## src/rtl/jt12_wr_seq_pkg.sv

```systemverilog
// ----------------------------------------------------------------------------
// jt12_wr_seq_pkg
// Shared definitions for the YM2612 CPU-port write sequencer.
//   - seq_state_t     : sequencer FSM states
//   - wr_req_t        : one queued register write {part, reg_addr, val}
//   - STATUS_BUSY_BIT : position of the busy flag in the core status byte
//   - ADDR_ADR/DAT    : low address bit selecting address vs data port
//   - helpers         : max_int() for parameter math, bus_addr() for the
//                       two-bit port address {part, phase}
// ----------------------------------------------------------------------------
package jt12_wr_seq_pkg;

    // Bit of the status byte that reports a write still being absorbed.
    localparam int STATUS_BUSY_BIT = 7;

    // Low address bit: 0 selects the register-address port, 1 the data port.
    localparam logic ADDR_ADR = 1'b0;
    localparam logic ADDR_DAT = 1'b1;

    // Width of one queued request: part(1) + register(8) + value(8).
    localparam int REQ_W = 17;

    // Sequencer states. GAP1/GAP2/PGAP are the idle-bus spacers that
    // separate the address strobe, the data strobe and status reads.
    typedef enum logic [2:0] {
        ST_IDLE = 3'd0,
        ST_ADR  = 3'd1,
        ST_GAP1 = 3'd2,
        ST_DAT  = 3'd3,
        ST_GAP2 = 3'd4,
        ST_POLL = 3'd5,
        ST_PGAP = 3'd6
    } seq_state_t;

    // One register write as it sits in the request FIFO.
    typedef struct packed {
        logic       part;
        logic [7:0] reg_addr;
        logic [7:0] val;
    } wr_req_t;

    // Larger of two integers, used to size the shared tick counter.
    function automatic int max_int(input int a, input int b);
        return (a > b) ? a : b;
    endfunction

    // Port address driven to the core: bit 1 picks the channel bank,
    // bit 0 picks address or data port.
    function automatic logic [1:0] bus_addr(input logic part, input logic phase);
        return {part, phase};
    endfunction

endpackage

```

## src/rtl/jt12_wr_seq_fifo.sv

```systemverilog
// ----------------------------------------------------------------------------
// jt12_wr_seq_fifo
// Synchronous request FIFO between the host front end and the write
// sequencer. Depth is 2**AW entries, width DW bits.
// Ports:
//   clk        in   system clock
//   rst        in   synchronous reset, active-high (empties the FIFO)
//   push       in   push request (taken only while push_ready is high)
//   push_data  in   entry to store
//   push_ready out  registered "not full"
//   pop        in   pop request (ignored while empty)
//   pop_data   out  entry at the head of the FIFO (valid while !empty)
//   empty      out  no entries stored
// ----------------------------------------------------------------------------
module jt12_wr_seq_fifo #(
    parameter int AW = 3,
    parameter int DW = 17
) (
    input  logic          clk,
    input  logic          rst,
    input  logic          push,
    input  logic [DW-1:0] push_data,
    output logic          push_ready,
    input  logic          pop,
    output logic [DW-1:0] pop_data,
    output logic          empty
);

    localparam int DEPTH = 1 << AW;

    logic [DW-1:0] mem [DEPTH];

    // Pointers carry one extra wrap bit so full and empty can be told
    // apart when the index bits are equal.
    logic [AW:0] wr_ptr;
    logic [AW:0] rd_ptr;
    logic [AW:0] wr_ptr_next;
    logic [AW:0] rd_ptr_next;
    logic        do_push;
    logic        do_pop;
    logic        full_next;

    assign do_push  = push && push_ready;
    assign do_pop   = pop && !empty;
    assign empty    = (wr_ptr == rd_ptr);
    assign pop_data = mem[rd_ptr[AW-1:0]];

    // Next pointer values and the full flag they imply. Full is wrap bits
    // different with index bits equal.
    always_comb begin
        wr_ptr_next = wr_ptr + {{AW{1'b0}}, do_push};
        rd_ptr_next = rd_ptr + {{AW{1'b0}}, do_pop};
        full_next   = (wr_ptr_next[AW] != rd_ptr_next[AW]) &&
                      (wr_ptr_next[AW-1:0] == rd_ptr_next[AW-1:0]);
    end

    // Pointer registers and the registered ready flag. Ready is computed
    // from the next pointers so it drops on the same edge that fills the
    // last slot, and rises again on the edge that frees one.
    always_ff @(posedge clk) begin
        if (rst) begin
            wr_ptr     <= '0;
            rd_ptr     <= '0;
            push_ready <= 1'b1;
        end else begin
            wr_ptr     <= wr_ptr_next;
            rd_ptr     <= rd_ptr_next;
            push_ready <= !full_next;
        end
    end

    // Storage array. No reset needed: entries are only read after being
    // written, and reset empties the FIFO through the pointers.
    always_ff @(posedge clk) begin
        if (do_push) begin
            mem[wr_ptr[AW-1:0]] <= push_data;
        end
    end

endmodule

```

## src/rtl/jt12_wr_seq.sv

```systemverilog
// ----------------------------------------------------------------------------
// jt12_wr_seq
// Bus-master write sequencer for the YM2612 CPU port. Register writes are
// queued as {part, reg, val}, then replayed to the core as an address
// strobe followed by a data strobe. After each write the status byte is
// polled until the busy flag clears (or a timeout expires) before the next
// queued write is started. All bus timing advances only on cen ticks.
// Ports:
//   clk        in   system clock
//   rst        in   synchronous reset, active-high; releases the bus and
//                   discards queued requests
//   cen        in   bus pacing enable
//   req_valid  in   request strobe
//   req_ready  out  request FIFO not full
//   req_part   in   0: ports 0/1 (ch1-3, globals), 1: ports 2/3 (ch4-6)
//   req_reg    in   register address
//   req_val    in   register data
//   ym_addr    out  core address {part, addr/data}
//   ym_din     out  core data input
//   ym_cs_n    out  core chip select, active low
//   ym_wr_n    out  core write strobe, active low
//   ym_dout    in   core status byte, bit 7 = busy
//   idle       out  FIFO empty and sequencer idle
//   tmo_err    out  sticky busy-poll timeout flag
// ----------------------------------------------------------------------------
module jt12_wr_seq
    import jt12_wr_seq_pkg::*;
#(
    parameter int FIFO_AW = 3,
    parameter int WR_CYC  = 2,
    parameter int GAP_CYC = 1,
    parameter int TMO_W   = 8
) (
    input  logic       clk,
    input  logic       rst,
    input  logic       cen,
    input  logic       req_valid,
    output logic       req_ready,
    input  logic       req_part,
    input  logic [7:0] req_reg,
    input  logic [7:0] req_val,
    output logic [1:0] ym_addr,
    output logic [7:0] ym_din,
    output logic       ym_cs_n,
    output logic       ym_wr_n,
    input  logic [7:0] ym_dout,
    output logic       idle,
    output logic       tmo_err
);

    // One counter times both the strobe and gap phases, so it is sized
    // for the longer of the two.
    localparam int CNT_MAX = max_int(WR_CYC, GAP_CYC);
    localparam int CNT_W   = (CNT_MAX > 1) ? $clog2(CNT_MAX) : 1;

    localparam logic [CNT_W-1:0] WR_LAST  = CNT_W'(WR_CYC - 1);
    localparam logic [CNT_W-1:0] GAP_LAST = CNT_W'(GAP_CYC - 1);

    // The poll that would bring the timeout counter to all-ones is the
    // last one allowed; this is the counter value seen on that poll.
    localparam logic [TMO_W-1:0] TMO_LAST = ~(TMO_W'(1));

    seq_state_t        state;
    logic [CNT_W-1:0]  cnt;
    logic [TMO_W-1:0]  tmo_cnt;
    logic              cur_part;
    logic [7:0]        cur_val;

    logic              fifo_pop;
    logic              fifo_empty;
    logic [REQ_W-1:0]  fifo_q;
    wr_req_t           head;
    wr_req_t           push_req;

    // Only the busy bit of the status byte matters to the sequencer.
    logic              unused_dout;
    assign unused_dout = ^ym_dout;

    assign push_req = '{part: req_part, reg_addr: req_reg, val: req_val};
    assign head     = fifo_q;

    // The head entry is consumed on the tick the FSM leaves IDLE.
    assign fifo_pop = cen && (state == ST_IDLE) && !fifo_empty;

    assign idle = (state == ST_IDLE) && fifo_empty;

    jt12_wr_seq_fifo #(
        .AW (FIFO_AW),
        .DW (REQ_W)
    ) u_fifo (
        .clk        (clk),
        .rst        (rst),
        .push       (req_valid),
        .push_data  (push_req),
        .push_ready (req_ready),
        .pop        (fifo_pop),
        .pop_data   (fifo_q),
        .empty      (fifo_empty)
    );

    // Write sequencer. Each bus phase holds its outputs for a fixed number
    // of cen ticks counted by cnt, which restarts at zero on every phase
    // change. Address and data are only updated on the same tick that
    // cs_n falls, so they are stable for the whole time wr_n is low.
    // After the data strobe the status port is read; a busy answer loops
    // through a short gap and reads again until busy clears or the timeout
    // counter runs out, in which case the error flag latches and the
    // sequencer moves on to the next request anyway.
    always_ff @(posedge clk) begin
        if (rst) begin
            state    <= ST_IDLE;
            cnt      <= '0;
            tmo_cnt  <= '0;
            tmo_err  <= 1'b0;
            cur_part <= 1'b0;
            cur_val  <= 8'h00;
            ym_addr  <= 2'b00;
            ym_din   <= 8'h00;
            ym_cs_n  <= 1'b1;
            ym_wr_n  <= 1'b1;
        end else if (cen) begin
            case (state)
                ST_IDLE: begin
                    if (!fifo_empty) begin
                        cur_part <= head.part;
                        cur_val  <= head.val;
                        cnt      <= '0;
                        tmo_cnt  <= '0;
                        ym_addr  <= bus_addr(head.part, ADDR_ADR);
                        ym_din   <= head.reg_addr;
                        ym_cs_n  <= 1'b0;
                        ym_wr_n  <= 1'b0;
                        state    <= ST_ADR;
                    end
                end

                ST_ADR: begin
                    if (cnt == WR_LAST) begin
                        cnt     <= '0;
                        ym_cs_n <= 1'b1;
                        ym_wr_n <= 1'b1;
                        state   <= ST_GAP1;
                    end else begin
                        cnt <= cnt + 1'b1;
                    end
                end

                ST_GAP1: begin
                    if (cnt == GAP_LAST) begin
                        cnt     <= '0;
                        ym_addr <= bus_addr(cur_part, ADDR_DAT);
                        ym_din  <= cur_val;
                        ym_cs_n <= 1'b0;
                        ym_wr_n <= 1'b0;
                        state   <= ST_DAT;
                    end else begin
                        cnt <= cnt + 1'b1;
                    end
                end

                ST_DAT: begin
                    if (cnt == WR_LAST) begin
                        cnt     <= '0;
                        ym_cs_n <= 1'b1;
                        ym_wr_n <= 1'b1;
                        state   <= ST_GAP2;
                    end else begin
                        cnt <= cnt + 1'b1;
                    end
                end

                ST_GAP2, ST_PGAP: begin
                    if (cnt == GAP_LAST) begin
                        cnt     <= '0;
                        ym_addr <= 2'b00;
                        ym_cs_n <= 1'b0;
                        ym_wr_n <= 1'b1;
                        state   <= ST_POLL;
                    end else begin
                        cnt <= cnt + 1'b1;
                    end
                end

                ST_POLL: begin
                    cnt     <= '0;
                    ym_cs_n <= 1'b1;
                    ym_wr_n <= 1'b1;
                    if (!ym_dout[STATUS_BUSY_BIT]) begin
                        state <= ST_IDLE;
                    end else if (tmo_cnt == TMO_LAST) begin
                        tmo_err <= 1'b1;
                        state   <= ST_IDLE;
                    end else begin
                        tmo_cnt <= tmo_cnt + 1'b1;
                        state   <= ST_PGAP;
                    end
                end

                default: begin
                    cnt     <= '0;
                    ym_cs_n <= 1'b1;
                    ym_wr_n <= 1'b1;
                    state   <= ST_IDLE;
                end
            endcase
        end
    end

endmodule

```

## config.mk

```make
export PLATFORM = sky130hd
export DESIGN_NAME = jt12_wr_seq
export DESIGN_NICKNAME = d
export VERILOG_FILES = /design/src/rtl/jt12_wr_seq_pkg.sv /design/src/rtl/jt12_wr_seq_fifo.sv /design/src/rtl/jt12_wr_seq.sv
export SDC_FILE = /design/constraint.sdc
export NUM_CORES = 1
export LEC_CHECK = 0
export BUFFER_PORTS_ARGS = -buffer_cell sky130_fd_sc_hd__clkbuf_2
export CORE_MARGIN = 3
export CORE_UTILIZATION = 60
export CTS_CLUSTER_SIZE = 20
export DETAILED_ROUTE_END_ITERATION = 16
export PLACE_DENSITY = 0.84
export SETUP_SLACK_MARGIN = 0.02
export SKIP_CTS_REPAIR_TIMING = 1
export SLEW_MARGIN = 20
export SYNTH_ARGS = -nofsm -noshare
export SYNTH_HDL_FRONTEND = slang
export SYNTH_HIERARCHICAL = 1
export SYNTH_SLANG_ARGS = --single-unit
export TNS_END_PERCENT = 30
```

## constraint.sdc

```tcl
create_clock -name clk -period 2.8 [get_ports clk]
set_input_delay 0.14 -clock clk [delete_from_list [all_inputs] [get_ports clk]]
set_output_delay 0.14 -clock clk [all_outputs]
set_load 0.01 [all_outputs]
```

==> reports/metrics.csv <==
stage,metric,value,unit
status,outcome,finished with violations,
status,violations,negative hold slack,
timing,setup_viol,0,
worst_setup_path,required,3.10,ns
floorplan,io_pins,44,
timing,finalCritPeriodShare,88.6,%
timing,tightestPinTransition,0.830,ns
placement,place_hpwl,8630,um
flow_run,max_cap_violations,0,
worst_setup_path,r2r-start,u_fifo/wr_ptr[1]$_SDFF_PP0_,
routing,viasPerCell,6.08,
synth,synth_top_family_by_area,multiplexers,
synth,yosysTopAreaCell,edfxtp_1,
synth,yosysMostFrequentCell,edfxtp_1,
power_and_ir_drop,power_density,692,mW/mm^2
grt,grt_busiest_layer,met2,
synth,avgSynthCellArea,16.8,um^2
synth,syn_area,0.00743,mm^2
cells_and_area,drive_gt1_share,21.1,%
grt,grt_usage,22.2,%
worst_setup_path,r2r-end,u_fifo/push_ready$_SDFF_PP1_,
floorplan,die_area,0.0138,mm^2
routing,drtAntennaViolNets,0,
synth,ys.warnings.count,6,
grt,antenna_found_initial,0,
floorplan,die_h,117,um
timing,slew_headroom,44.7,%
synth,synth_edf_count,136,
grt,met1_usage,28.1,%
grt,grt_max_degree,40,
placement,place_congestion,0.827,
worst_hold_path,min_to,u_fifo/mem[6][10]$_DFFE_PP_,
clock_tree,cts_tree,done,
worst_setup_path,r2r_slack,0.32,ns
grt,grt_first_pass_wirelength,21800,um
placement,place_ws,0.318,ns
power_and_ir_drop,p_leak,0.00289,uW
synth,synth-main-ff-cell,edfxtp_1,
floorplan,die_x,117,um
synth,synth_fa_ha_area_share,1.01,%
synth,synthMuxAreaShare,16.9,%
grt,grtUsageMet3,6.02,%
cells_and_area,fin_util,70.0,%
routing,post_drt_wl_per_cell,21.0,um
cells_and_area,nets,535,
clock_tree,clk_latency,0.43,ns
timing,fmax,0.403,GHz
worst_hold_path,hold_depth,1,
clock_tree,root_buffer,clkbuf_16,
floorplan,core_area,0.0121,mm^2
cells_and_area,n_antenna_cell,0,
clock_tree,numCtsBuffers,17,
worst_setup_path,cp_max_fo,8,
synth,ys_ff_latch,179,
routing,dr.pass1.iters,6,
timing,skew,0.00856,ns
grt,met2_usage,36.5,%
timing,slew_viol_final,0,
worst_setup_path,start_kind,register,
placement,io_buffers,36,
worst_setup_path,crit_path_end_kind,register,
floorplan,initial_utilization,61.6,%
synth,syn-num-nets,478,
synth,synth-simple-area-share,6.89,%
synth,async_flop_share,0,%
timing,setup_tns,0,ns
worst_hold_path,min_from,req_reg[2],
timing,rsz0062_at_grt,no,
timing,whs,-0.00355,ns
synth,yosysTopAreaCellShare,55.0,%
timing,hold_violations,12,
routing,wirelength,14300,um
routing,drc,0,
worst_setup_path,rr_worst_depth,10,
clock_tree,clock_sinks,179,
synth,synth_top_cells_by_area,"edfxtp_1 55%, mux4_1 12%, dfxtp_1 12%",
power_and_ir_drop,ir_drop,0.765,mV
synth,synth_compound_area_share,4.70,%
timing,setup_slack,0.319,ns
grt,first_global_vias,4090,
synth,seq_area_frac_synth,66.5,%
routing,drt-initial-drc-count,431,
floorplan,num_rows,40,
worst_setup_path,worstSetupPathType,reg2reg,
synth,yosysUniqueCellTypes,48,
grt,gr-total-overflow,0,
synth,syn_inst,443,
worst_setup_path,cp.arrival,2.78,ns
timing,period_minus_slack,2.48,ns
routing,via_count,4138,
clock_tree,h-tree-depth,4,
synth,synth_top_cells_by_count,"136 x edfxtp_1, 43 x dfxtp_1, 34 x mux4_1, 34 x nor2_1, 19 x a21oi_1",
clock_tree,cts_buffer_depth,2,
clock_tree,clk_pin_slew,0.07,ns
cells_and_area,synthToLayoutAreaGrowth,13.7,%
worst_hold_path,hold_class,in2reg,
synth,synth_xor_area_share,1.41,%
==> worst max path at each step <==
stage,end,cells after the start,slack [ns],from
floorplan,u_fifo/push_ready$_SDFF_PP1_,12,0.27,u_fifo/rd_ptr[1]$_SDFF_PP0_
global placement,u_fifo/push_ready$_SDFF_PP1_,10,0.40,u_fifo/wr_ptr[1]$_SDFF_PP0_
detailed placement,u_fifo/push_ready$_SDFF_PP1_,10,0.32,u_fifo/wr_ptr[1]$_SDFF_PP0_
CTS,u_fifo/push_ready$_SDFF_PP1_,10,0.32,u_fifo/wr_ptr[1]$_SDFF_PP0_
global route,u_fifo/push_ready$_SDFF_PP1_,10,0.08,u_fifo/wr_ptr[1]$_SDFF_PP0_
finish,u_fifo/push_ready$_SDFF_PP1_,10,0.32,u_fifo/wr_ptr[1]$_SDFF_PP0_
==> stage by stage <==
step	cells	total power (uW)	cell area (um^2)
3_5_place_dp	639	3660	7790
6_report	681	5840	8450
3_3_place_gp	639	3620	7790
4_1_cts	671	5880	8350
5_1_grt	681	6060	8450
2_1_floorplan	443	3460	7430
==> logic make-up (layout without fill, tap and decap cells) <==
group,Yosys count,after routing
xor+xnor,12,12
flops,179,179
fa+ha+maj,6,6
simple gates,96,96
compound gates,53,53
buf+inv,29,99
mux,68,68
==> area by class of cell <==
type                    instances  area [um^2]
repair buffers                 63          408
well taps                     168          210
clock inverters                15          129
inverters                       4         15.0
flip-flops and latches        179         4950
clock buffers                  17          425
fillers                       754         3620
multi-input cells             235         2310
==> worst max-delay path, cell delays in order, from the launching register on <==
cell and delay, ns:
dfxtp_1 0.52, xor2_1 0.11, nor4_1 0.31, buf_4 0.23
nor2_4 0.05, and2b_2 0.19, ha_1 0.22, ha_1 0.22
xnor2_1 0.27, xnor2_1 0.15, nand3_1 0.08
==> where the power goes <==
| group | internal [uW] | total, uW | switching (uW) | leakage (uW) |
|---|---|---|---|---|
| Sequential | 2970 | 3020 | 56.8 | 0.00159 |
| Combinational | 252 | 602 | 349 | 0.00103 |
| Clock | 1230 | 2220 | 988 | 0.000275 |
| Total | 4450 | 5840 | 1390 | 0.00289 |
==> metal layers <==
metal,part of all wire (%),vias up
met4,2.6,0
met5,0,-
li1,-,1886
met1,40,2055
met2,52,163
met3,5.7,34
==> layout by cell type (no fill, tap or decap), types with 2 or more instances in the layout <==
cell type      netlist  layout
nand4_1              3       3
a21o_1               2       2
xor2_1               9       9
nor2_1              34      34
nand3_1              7       7
clkinv_4             0       2
nor2b_1              7       7
clkbuf_2             1      36
mux4_1              34      34
buf_4                1      17
nand2_1             10      10
o21ai_0             11      11
clkinv_1             0       2
edfxtp_1           136     136
ha_1                 6       6
or4_1                6       6
inv_6                0       4
nor3_2               0       2
and2_1               4       4
mux2_2              18      18
nand2b_1             6       6
dlygate4sd3_1        0      10
o31ai_1              6       6
clkbuf_16            0      17
inv_1                4       4
mux2i_1             16      16
and3_1               2       2
a21oi_1             19      19
clkinv_2             0       4
nand3b_1             3       3
xnor2_1              3       3
a211oi_1             8       8
dfxtp_1             43      42
or3_1                2       2
==> flip-flops by register name (all words and copies together) (netlist names) <==
register and cells:
tmo_err 1, u_fifo/wr_ptr 4, u_fifo/mem 136, u_fifo/push_ready 1
u_fifo/rd_ptr 4, cur_val 8, cur_part 1, tmo_cnt 8
cnt 1, ym_din 8, ym_wr_n 1, ym_cs_n 1
state 3, ym_addr 2
Power figures use the tool's default switching activity.
